### config.mk
export PLATFORM = sky130hd
export DESIGN_NAME = code_line_fetch_flat
export DESIGN_NICKNAME = d
export VERILOG_FILES = /design/src/rtl/code_line_fetch_if.sv /design/src/rtl/code_line_fetch.sv /design/src/flat_wrapper.sv
export SDC_FILE = /design/constraint.sdc
export NUM_CORES = 1
export LEC_CHECK = 0
export BUFFER_PORTS_ARGS = -buffer_cell sky130_fd_sc_hd__buf_2
export CORE_MARGIN = 3
export CORE_UTILIZATION = 30
export CTS_CLUSTER_SIZE = 16
export DETAILED_ROUTE_END_ITERATION = 8
export PLACE_DENSITY_LB_ADDON = 0.3
export RECOVER_POWER = 25
export SYNTH_ARGS = -nofsm -noshare
export SYNTH_HDL_FRONTEND = slang
export SYNTH_SLANG_ARGS = --single-unit
### constraint.sdc
create_clock -name clk -period 5.2 [get_ports clk]
set_clock_uncertainty 0.2 [all_clocks]
set_input_delay 0.52 -clock clk [delete_from_list [all_inputs] [get_ports clk]]
set_output_delay 0.52 -clock clk [all_outputs]
set_load 0.005 [all_outputs]
### src/rtl/code_line_fetch_if.sv
// Handshake and bus bundle for the instruction-line fetch sequencer:
// icache request side, readcode burst side, snoop side and line result.
interface code_line_fetch_if;
   logic         fetch_req;
   logic [31:0]  fetch_addr;
   logic         fetch_ack;
   logic         busy;
   logic         readcode_do;
   logic [31:0]  readcode_address;
   logic         readcode_done;
   logic [31:0]  readcode_partial;
   logic         word_valid;
   logic [2:0]   word_index;
   logic [31:0]  word_data;
   logic         line_valid;
   logic         line_stale;
   logic [26:0]  line_addr;
   logic [255:0] line_data;
   logic         snoop_we;
   logic [25:0]  snoop_addr;

   modport slave (
      input  fetch_req, fetch_addr,
      input  readcode_done, readcode_partial,
      input  snoop_we, snoop_addr,
      output fetch_ack, busy,
      output readcode_do, readcode_address,
      output word_valid, word_index, word_data,
      output line_valid, line_stale, line_addr, line_data
   );

   modport master (
      output fetch_req, fetch_addr,
      output readcode_done, readcode_partial,
      output snoop_we, snoop_addr,
      input  fetch_ack, busy,
      input  readcode_do, readcode_address,
      input  word_valid, word_index, word_data,
      input  line_valid, line_stale, line_addr, line_data
   );
endinterface

### src/rtl/code_line_fetch.sv
// Instruction-line fetch sequencer: one 8-dword readcode burst per icache
// line fill, early per-beat forwarding and snoop-driven stale flagging.
module code_line_fetch #(
   parameter int LINE_DWORDS = 8
) (
   input logic               clk,
   input logic               rst_n,
   code_line_fetch_if.slave  bus
);

   localparam logic [2:0] LAST = 3'(LINE_DWORDS - 1);

   typedef enum logic [1:0] {IDLE, REQ, BURST, DONE} state_t;

   state_t     state;
   logic [2:0] count;
   logic       stale;
   logic       accept;
   logic       beat;
   logic       hit;
   logic       hit_new;
   logic       unused;

   assign unused = ^{bus.fetch_addr[4:0], bus.snoop_addr[2:0]};

   assign accept = (state == IDLE) && bus.fetch_req;
   assign beat   = ((state == REQ) || (state == BURST)) && bus.readcode_done;

   // Only the low 256 MB is snooped, hence the upper-nibble qualifier.
   assign hit_new = bus.snoop_we
                 && (bus.snoop_addr[25:3] == bus.fetch_addr[27:5])
                 && (bus.fetch_addr[31:28] == 4'h0);
   assign hit     = bus.snoop_we
                 && (bus.snoop_addr[25:3] == bus.line_addr[22:0])
                 && (bus.line_addr[26:23] == 4'h0);

   assign bus.fetch_ack = accept;
   assign bus.busy      = (state != IDLE);

   assign bus.readcode_address =
      accept   ? {bus.fetch_addr[31:5], 5'b0} :
      bus.busy ? {bus.line_addr, 5'b0}        :
                 32'h0;

   always_ff @(posedge clk) begin
      if (!rst_n) begin
         state           <= IDLE;
         count           <= 3'd0;
         stale           <= 1'b0;
         bus.readcode_do <= 1'b0;
         bus.word_valid  <= 1'b0;
         bus.word_index  <= 3'd0;
         bus.word_data   <= 32'h0;
         bus.line_valid  <= 1'b0;
         bus.line_stale  <= 1'b0;
      end else begin
         bus.word_valid <= beat;
         bus.line_valid <= 1'b0;
         bus.line_stale <= 1'b0;
         if (beat) begin
            bus.word_index <= count;
            bus.word_data  <= bus.readcode_partial;
            bus.line_data[{count, 5'b0} +: 32] <= bus.readcode_partial;
         end
         unique case (state)
            IDLE: begin
               if (bus.fetch_req) begin
                  bus.line_addr   <= bus.fetch_addr[31:5];
                  count           <= 3'd0;
                  stale           <= hit_new;
                  bus.readcode_do <= 1'b1;
                  state           <= REQ;
               end
            end
            REQ: begin
               stale <= stale | hit;
               if (bus.readcode_done) begin
                  count           <= 3'd1;
                  bus.readcode_do <= 1'b0;
                  state           <= BURST;
               end
            end
            BURST: begin
               stale <= stale | hit;
               if (bus.readcode_done) begin
                  if (count == LAST) begin
                     bus.line_valid <= 1'b1;
                     bus.line_stale <= stale | hit;
                     state          <= DONE;
                  end else begin
                     count <= count + 3'd1;
                  end
               end
            end
            DONE: begin
               state <= IDLE;
            end
            default: begin
               state <= IDLE;
            end
         endcase
      end
   end

endmodule

### src/flat_wrapper.sv
// flat-port wrapper written by rule: the top's interface ports become plain ports
module code_line_fetch_flat 
#(
   parameter int LINE_DWORDS = 8
)
  (clk, rst_n, bus_fetch_req, bus_fetch_addr, bus_readcode_done, bus_readcode_partial, bus_snoop_we, bus_snoop_addr, bus_fetch_ack, bus_busy, bus_readcode_do, bus_readcode_address, bus_word_valid, bus_word_index, bus_word_data, bus_line_valid, bus_line_stale, bus_line_addr, bus_line_data);
  code_line_fetch_if bus_i ();
  input logic clk;
  input logic rst_n;
  input wire logic [$bits(bus_i.fetch_req)-1:0] bus_fetch_req;
  input wire logic [$bits(bus_i.fetch_addr)-1:0] bus_fetch_addr;
  input wire logic [$bits(bus_i.readcode_done)-1:0] bus_readcode_done;
  input wire logic [$bits(bus_i.readcode_partial)-1:0] bus_readcode_partial;
  input wire logic [$bits(bus_i.snoop_we)-1:0] bus_snoop_we;
  input wire logic [$bits(bus_i.snoop_addr)-1:0] bus_snoop_addr;
  output wire logic [$bits(bus_i.fetch_ack)-1:0] bus_fetch_ack;
  output wire logic [$bits(bus_i.busy)-1:0] bus_busy;
  output wire logic [$bits(bus_i.readcode_do)-1:0] bus_readcode_do;
  output wire logic [$bits(bus_i.readcode_address)-1:0] bus_readcode_address;
  output wire logic [$bits(bus_i.word_valid)-1:0] bus_word_valid;
  output wire logic [$bits(bus_i.word_index)-1:0] bus_word_index;
  output wire logic [$bits(bus_i.word_data)-1:0] bus_word_data;
  output wire logic [$bits(bus_i.line_valid)-1:0] bus_line_valid;
  output wire logic [$bits(bus_i.line_stale)-1:0] bus_line_stale;
  output wire logic [$bits(bus_i.line_addr)-1:0] bus_line_addr;
  output wire logic [$bits(bus_i.line_data)-1:0] bus_line_data;
  assign bus_i.fetch_req = bus_fetch_req;
  assign bus_i.fetch_addr = bus_fetch_addr;
  assign bus_i.readcode_done = bus_readcode_done;
  assign bus_i.readcode_partial = bus_readcode_partial;
  assign bus_i.snoop_we = bus_snoop_we;
  assign bus_i.snoop_addr = bus_snoop_addr;
  assign bus_fetch_ack = bus_i.fetch_ack;
  assign bus_busy = bus_i.busy;
  assign bus_readcode_do = bus_i.readcode_do;
  assign bus_readcode_address = bus_i.readcode_address;
  assign bus_word_valid = bus_i.word_valid;
  assign bus_word_index = bus_i.word_index;
  assign bus_word_data = bus_i.word_data;
  assign bus_line_valid = bus_i.line_valid;
  assign bus_line_stale = bus_i.line_stale;
  assign bus_line_addr = bus_i.line_addr;
  assign bus_line_data = bus_i.line_data;
  code_line_fetch #(.LINE_DWORDS(LINE_DWORDS)) u_core (.clk(clk), .rst_n(rst_n), .bus(bus_i));
endmodule
==> impl_metrics.tcl, run 1 <==
set metrics [dict create \
    hold_viol 0 \
    fmax_mhz 282 \
    syn_inst 912 \
    rows 75 \
    post_cts_buffers 0 \
    overflow 0 \
    grt.met1_usage_pct 22.6 \
    layout.cells.most_common_list "edfxtp_1, buf_2, and2_1" \
    rrSetupSlack_ns 1.66 \
    rr_worst_depth 7 \
    timing.rr.end "u_core.bus.line_data[115]$_DFFE_PP_" \
    fin_area_mm2 0.0171 \
    hpwl_um 30700 \
    critPathCaptureType "flip-flop" \
    worst_setup_path_start_kind "flip-flop" \
    worst-endpoint-required_ns 5.21 \
    die_h_um 215 \
    start_util_pct 30.8 \
    yosys.area.top_type "edfxtp_1" \
    clock_path_buffers 3 \
    arrival_ns 3.55 \
    fp.coreArea_mm2 0.0425 \
    p_per_area_mw_per_mm2 409 \
    whs_path_depth 1 \
    worstSetupPathType "reg -> reg" \
    clock_latency_ns 0.53 \
    wirelength_um 43600 \
    p_leak_nw 6.51 \
    worst_hold_path_type "in -> reg" \
    top_usage_layer "met2" \
    grt_pass1_vias 9170 \
    area_growth_pct 31.1 \
    drive_gt1_share_pct 24.1 \
    place_congestion 0.880 \
    cts_buffers 37 \
    wl_per_cell_um 22.0 \
    dpl.cell_count 1896 \
    drt_iter0_drc 629 \
    grt_use_met3_pct 6.33 \
    portBuffers 437 \
    syn-cell-area_mm2 0.0131 \
    ys.flop_type "edfxtp_1" \
    critPathMaxFanout 28 \
    finalCriticalPeriod_ns 3.54 \
    die_area_mm2 0.0461 \
    grt_max_degree 47 \
    slowest_stage "dfxtp_1" \
    worst_pin_slew_ns 1.18 \
    clk_pin_slew_ns 0.06 \
    worst_path_largest_cell_delay_ns 0.61 \
    fin_tns_setup_ns 0 \
    synth_area_leaders "edfxtp_1, and2_1, dfxtp_1" \
    async_flop_share_pct 0 \
    hp-start "bus_fetch_addr[20]" \
    route.antenna.remaining_nets 0 \
    final_common_cell "edfxtp_1" \
    ios 451 \
    synth_top_area_share_pct 65.0 \
    nFillCells 4113 \
    ys_ff_latch 328 \
    dr_total_vias 9071 \
    finalCritPeriodShare_pct 68.1 \
    vias_per_cell 4.56 \
    reg2reg_from "u_core.count[0]$_SDFFE_PN0P_" \
    grt_setup_unrepaired "false" \
    hold_end "u_core.bus.line_addr[15]$_DFFE_PP_" \
    synth_edf_count 283 \
    use_met2_pct 29.7 \
    cap_violations 0 \
    cts.sinks 328 \
    avgSynthCellArea_um2 14.3 \
    cts_tree "yes" \
    ys_seq_area_share_pct 71.9 \
    crit_start "u_core.count[0]$_SDFFE_PN0P_" \
    maxSlewHeadroom_pct 21.5 \
    drt-pass1-iter-count 5 \
    remaining_drc_errors 0 \
    htree_levels 2 \
    setup_viol 0 \
    final_max_slew_viol_count 0 \
    die_x_um 215 \
    antenna_found_initial 4 \
    cts-root-buf "clkbuf_16" \
    synthDistinctLibCells 44 \
    nets 1487 \
    yosys_warnings 0 \
    crit_path_cell_trace "inv_2 > ha_1 > ha_1 > buf_4 > nand2_1 > nor3_4 > buf_4" \
    grt.total_usage_pct 18.3 \
    finalNonFillerCells 1988 \
    vdd_drop_max_uv 214 \
    grt_pass1_wl_um 62500 \
    status "finished, final reports clean" \
    placed_area_mm2 0.0159 \
]
## cell families after synthesis
| kind of cell | synth area share (%) |
|---|---|
| AO/OA/AOI/OAI | 4.47 |
| XOR/XNOR | 3.08 |
| adder cells (fa/ha/maj) | 0.766 |
| buffers and inverters | 2.13 |
| flip-flops | 71.9 |
| multiplexers | 0.239 |
| other | 0.0287 |
| AND/OR/NAND/NOR | 17.4 |
## report_power, final
part	internal, W	switching (W)
sequential	0.00305	0.0000895
combinational	0.000497	0.000827
clock	0.00149	0.00106
## per-layer routing
layer	share of wire [%]	wire [um]
met5	0	0
met4	3.3	1450
met3	9.9	4330
met2	46	20100
met1	41	17700
## flip-flops by register name, indices dropped and copies added, names as in the netlist
| name | count |
|---|---|
| u_core.bus.line_stale | 1 |
| u_core.bus.readcode_do | 1 |
| u_core.stale | 1 |
| u_core.bus.line_addr | 27 |
| u_core.count | 3 |
| u_core.bus.word_valid | 1 |
| u_core.state | 2 |
| u_core.bus.word_data | 32 |
| u_core.bus.line_data | 256 |
| u_core.bus.word_index | 3 |
| u_core.bus.line_valid | 1 |
## repair_timing
action	CTS	global route
gates resized for setup	0	0
hold buffers	26	0
endpoints found under the hold margin	26	0
## per-stage QoR
| stage | util, % | hold WS [ns] | total power, W | setup WS [ns] |
|---|---|---|---|---|
| 6_report | 40.3 | 0.135 | 0.00702 | 1.66 |
| 5_1_grt | 40.3 | 0.103 | 0.00733 | 1.37 |
| 4_1_cts | 40.8 | 0.0113 | 0.00713 | 1.56 |
| 3_5_place_dp | 37.5 | 0.255 | 0.00454 | 1.57 |
| 3_3_place_gp | 37.5 | 0.250 | 0.00452 | 1.69 |
| 2_1_floorplan | - | 0.260 | 0.00392 | 0.0674 |
## layout make-up
class                      instances  area, um2  share of cell area (%)
timing repair buffer             480       2340                    13.7
clock inverter                    15        150                   0.876
inverter                           9       33.8                   0.197
sequential                       328       9400                    54.9
antenna                            1       2.50                  0.0146
clock buffer                      50       1030                    5.99
tap                              577        722                    4.21
multi-input combinational        528       3450                    20.2
## critical path: cells and delay by family (launching register included)
family	cells	cell delay [ns]
adders and majority gates	2	0.81
buffers and inverters	3	0.92
DFF	1	0.61
and+or+nand+nor	2	0.65
## synthesized netlist by cell type, types with 2 or more instances
cell      number
a21boi_0      36
nand2b_1       5
dfxtp_1       45
xor2_1        29
nor3_2         3
ha_1           8
nand4_1        6
mux2i_1        2
nand3_1        3
nor4_1        11
buf_2          9
a21boi_1       2
nor3_1         4
a22o_1        26
and2_1       228
buf_4          7
nor2_2         2
edfxtp_1     283
clkbuf_2      13
nand2_1       82
inv_1          7
nor3b_1        2
and3_1        35
o21ai_0        3
xnor2_1       17
clkbuf_1      22
nor2_1         5
## worst max-delay path by stage
stage	depth (start not counted)	end	slack, ns
6_report	7	u_core.bus.line_data[115]$_DFFE_PP_	1.66
2_1_floorplan	5	u_core.bus.line_data[160]$_DFFE_PP_	0.07
3_5_place_dp	6	u_core.bus.line_data[101]$_DFFE_PP_	1.57
4_1_cts	7	u_core.bus.line_data[107]$_DFFE_PP_	1.56
5_1_grt	7	u_core.bus.line_data[119]$_DFFE_PP_	1.37
3_3_place_gp	6	u_core.bus.line_data[105]$_DFFE_PP_	1.69
Power figures use the tool's default switching activity.
==> run 2, diff against run 1 <==
Clock period 5.2 ns to 3.23 ns, I/O delays scaled along.
==> run 2 against run 1 <==
Maximum frequency grew 26%. Highest routed layer unchanged. Register-to-register slack lost 1.2 ns. Largest power group unchanged. Power grew 63%. Global-route usage grew 0.29 points. Critical endpoint is now u_core.bus.line_data[27]$_DFFE_PP_.
==> impl_metrics.tcl, run 2 (synthesized netlist as in run 1, its figures left out) <==
set metrics [dict create \
    rows 75 \
    finalCriticalPeriod_ns 2.81 \
    largestRegisters "u_core.bus.line_data (256), u_core.bus.word_data (32), u_core.bus.line_addr (27)" \
    clock_latency_ns 0.54 \
    cts.sinks 328 \
    routed-wl-met2_um 20600 \
    worstSetupPathType "reg -> reg" \
    portBuffers 437 \
    die_h_um 215 \
    cap_violations 0 \
    route.antenna.remaining_nets 0 \
    wl_met1_um 17900 \
    grt_setup_unrepaired "false" \
    layout.cells.most_common_list "edfxtp_1, buf_2, and2_1" \
    remaining_drc_errors 0 \
    grt.total_usage_pct 18.6 \
    clk_pin_slew_ns 0.06 \
    pwr-share-clk_pct 36.0 \
    power.internal_w 0.00818 \
    worst_setup_path_start_kind "flip-flop" \
    wl_per_cell_um 21.8 \
    top_layer_used "met4" \
    cts_hold_buf 58 \
    hp-start "bus_readcode_partial[20]" \
    start_util_pct 30.8 \
    largest-register "u_core.bus.line_data" \
    hold_viol 0 \
    crit_start "u_core.count[1]$_SDFFE_PN0P_" \
    dr_wl_met3_um 4300 \
    grt_max_degree 46 \
    area_growth_pct 35.0 \
    cts_buffers 38 \
    setup_viol 0 \
    drt_iter0_drc 600 \
    switching_share_pct 28.4 \
    maxSlewHeadroom_pct 29.2 \
    status "finished, final reports clean" \
    diodes 0 \
    p_leak_nw 6.79 \
    antenna_found_initial 4 \
    finalCritPeriodShare_pct 87.0 \
    cts_tree "yes" \
    hpwl_um 30800 \
    p_switching_w 0.00325 \
    dr_total_vias 9241 \
    fp.coreArea_mm2 0.0425 \
    nets 1532 \
    place_congestion 0.883 \
    worst_pin_slew_ns 1.06 \
    clock_path_buffers 3 \
    p_per_area_mw_per_mm2 648 \
    vdd_drop_max_uv 349 \
    overflow 0 \
    reg2reg_from "u_core.count[1]$_SDFFE_PN0P_" \
    final_common_cell "edfxtp_1" \
    critPathCaptureType "flip-flop" \
    cts_resized 0 \
    finish.utilization_pct 41.5 \
    whs_path_depth 3 \
    drive_gt1_share_pct 24.8 \
    largest_reg_flops 256 \
    post_cts_buffers 0 \
    fin_tns_setup_ns 0 \
    arrival_ns 3.01 \
    drt-pass1-iter-count 5 \
    critPathMaxFanout 32 \
    worst_hold_path_type "in -> reg" \
    cts-root-buf "clkbuf_16" \
    die_area_mm2 0.0461 \
    die_x_um 215 \
    grt_pass1_vias 9400 \
    nFillCells 4040 \
    wirelength_um 44300 \
    pwr-share-comb_pct 19.8 \
    ios 451 \
    seq_power_share_pct 44.1 \
    htree_levels 2 \
    grt_pass1_wl_um 63300 \
    vias_per_cell 4.54 \
    final_max_slew_viol_count 0 \
    rr_worst_depth 6 \
    fmax_mhz 356 \
    worst-endpoint-required_ns 3.43 \
]
-- run 2: changes by cell type in the layout (fill, tap and decap cells not counted), moves of 8 or more --
cell,delta
buf_2,+10
buf_4,+8
clkbuf_1,-8
dlygate4sd3_1,+32
-- run 2: final timing paths --
kind,slack (ns),end
max,0.42,u_core.bus.line_data[27]$_DFFE_PP_
min,0.02,u_core.bus.word_data[20]$_SDFFE_PN0P_
max reg2reg,0.42,u_core.bus.line_data[27]$_DFFE_PP_
min reg2reg,0.26,u_core.bus.word_index[1]$_SDFFE_PN0P_
-- run 2: area by class of cell --
| class | count | area [um2] | area share (%) |
|---|---|---|---|
| inverters | 9 | 33.8 | 0.191 |
| multi-input cells | 528 | 3500 | 19.8 |
| clock inverters | 19 | 174 | 0.986 |
| well taps | 577 | 722 | 4.09 |
| clock buffers | 49 | 1010 | 5.74 |
| repair buffers | 524 | 2800 | 15.9 |
| flip-flops and latches | 328 | 9400 | 53.3 |
-- run 2: power groups by stage --
stage / registers [W] / clock network (W) / logic [W]
floorplan: 0.00514 / 0 / 0.00118
global placement: 0.00511 / 0 / 0.00228
detailed placement: 0.00512 / 0 / 0.00230
CTS: 0.00504 / 0.00423 / 0.00236
global route: 0.00507 / 0.00437 / 0.00253
finish: 0.00504 / 0.00412 / 0.00227
-- run 2: per-stage QoR --
step	total power [W]	area [um2]	instances	setup WS [ns]	hold WS (ns)
floorplan	0.00631	13100	916	-0.585	0.222
global placement	0.00739	16100	1908	0.387	0.250
detailed placement	0.00742	16100	1908	0.316	0.258
CTS	0.0116	17900	2034	0.302	0.000204
global route	0.0120	17600	2034	0.146	0.0118
finish	0.0114	17600	2034	0.421	0.0158
-- run 2: worst max-delay path, stage by stage (launching register included) --
cell      delay, ns
dfxtp_1        0.42
inv_1          0.07
ha_1           0.18
ha_2           0.39
nand3b_1       0.30
nor3_4         0.84
and2_1         0.24
-- run 2: per-layer routing --
metal | up-vias | global-route usage [%]
met5 | - | 0
li1 | 4232 | -
met4 | 0 | 6.59
met3 | 81 | 6.21
met2 | 482 | 30.7
met1 | 4446 | 22.9
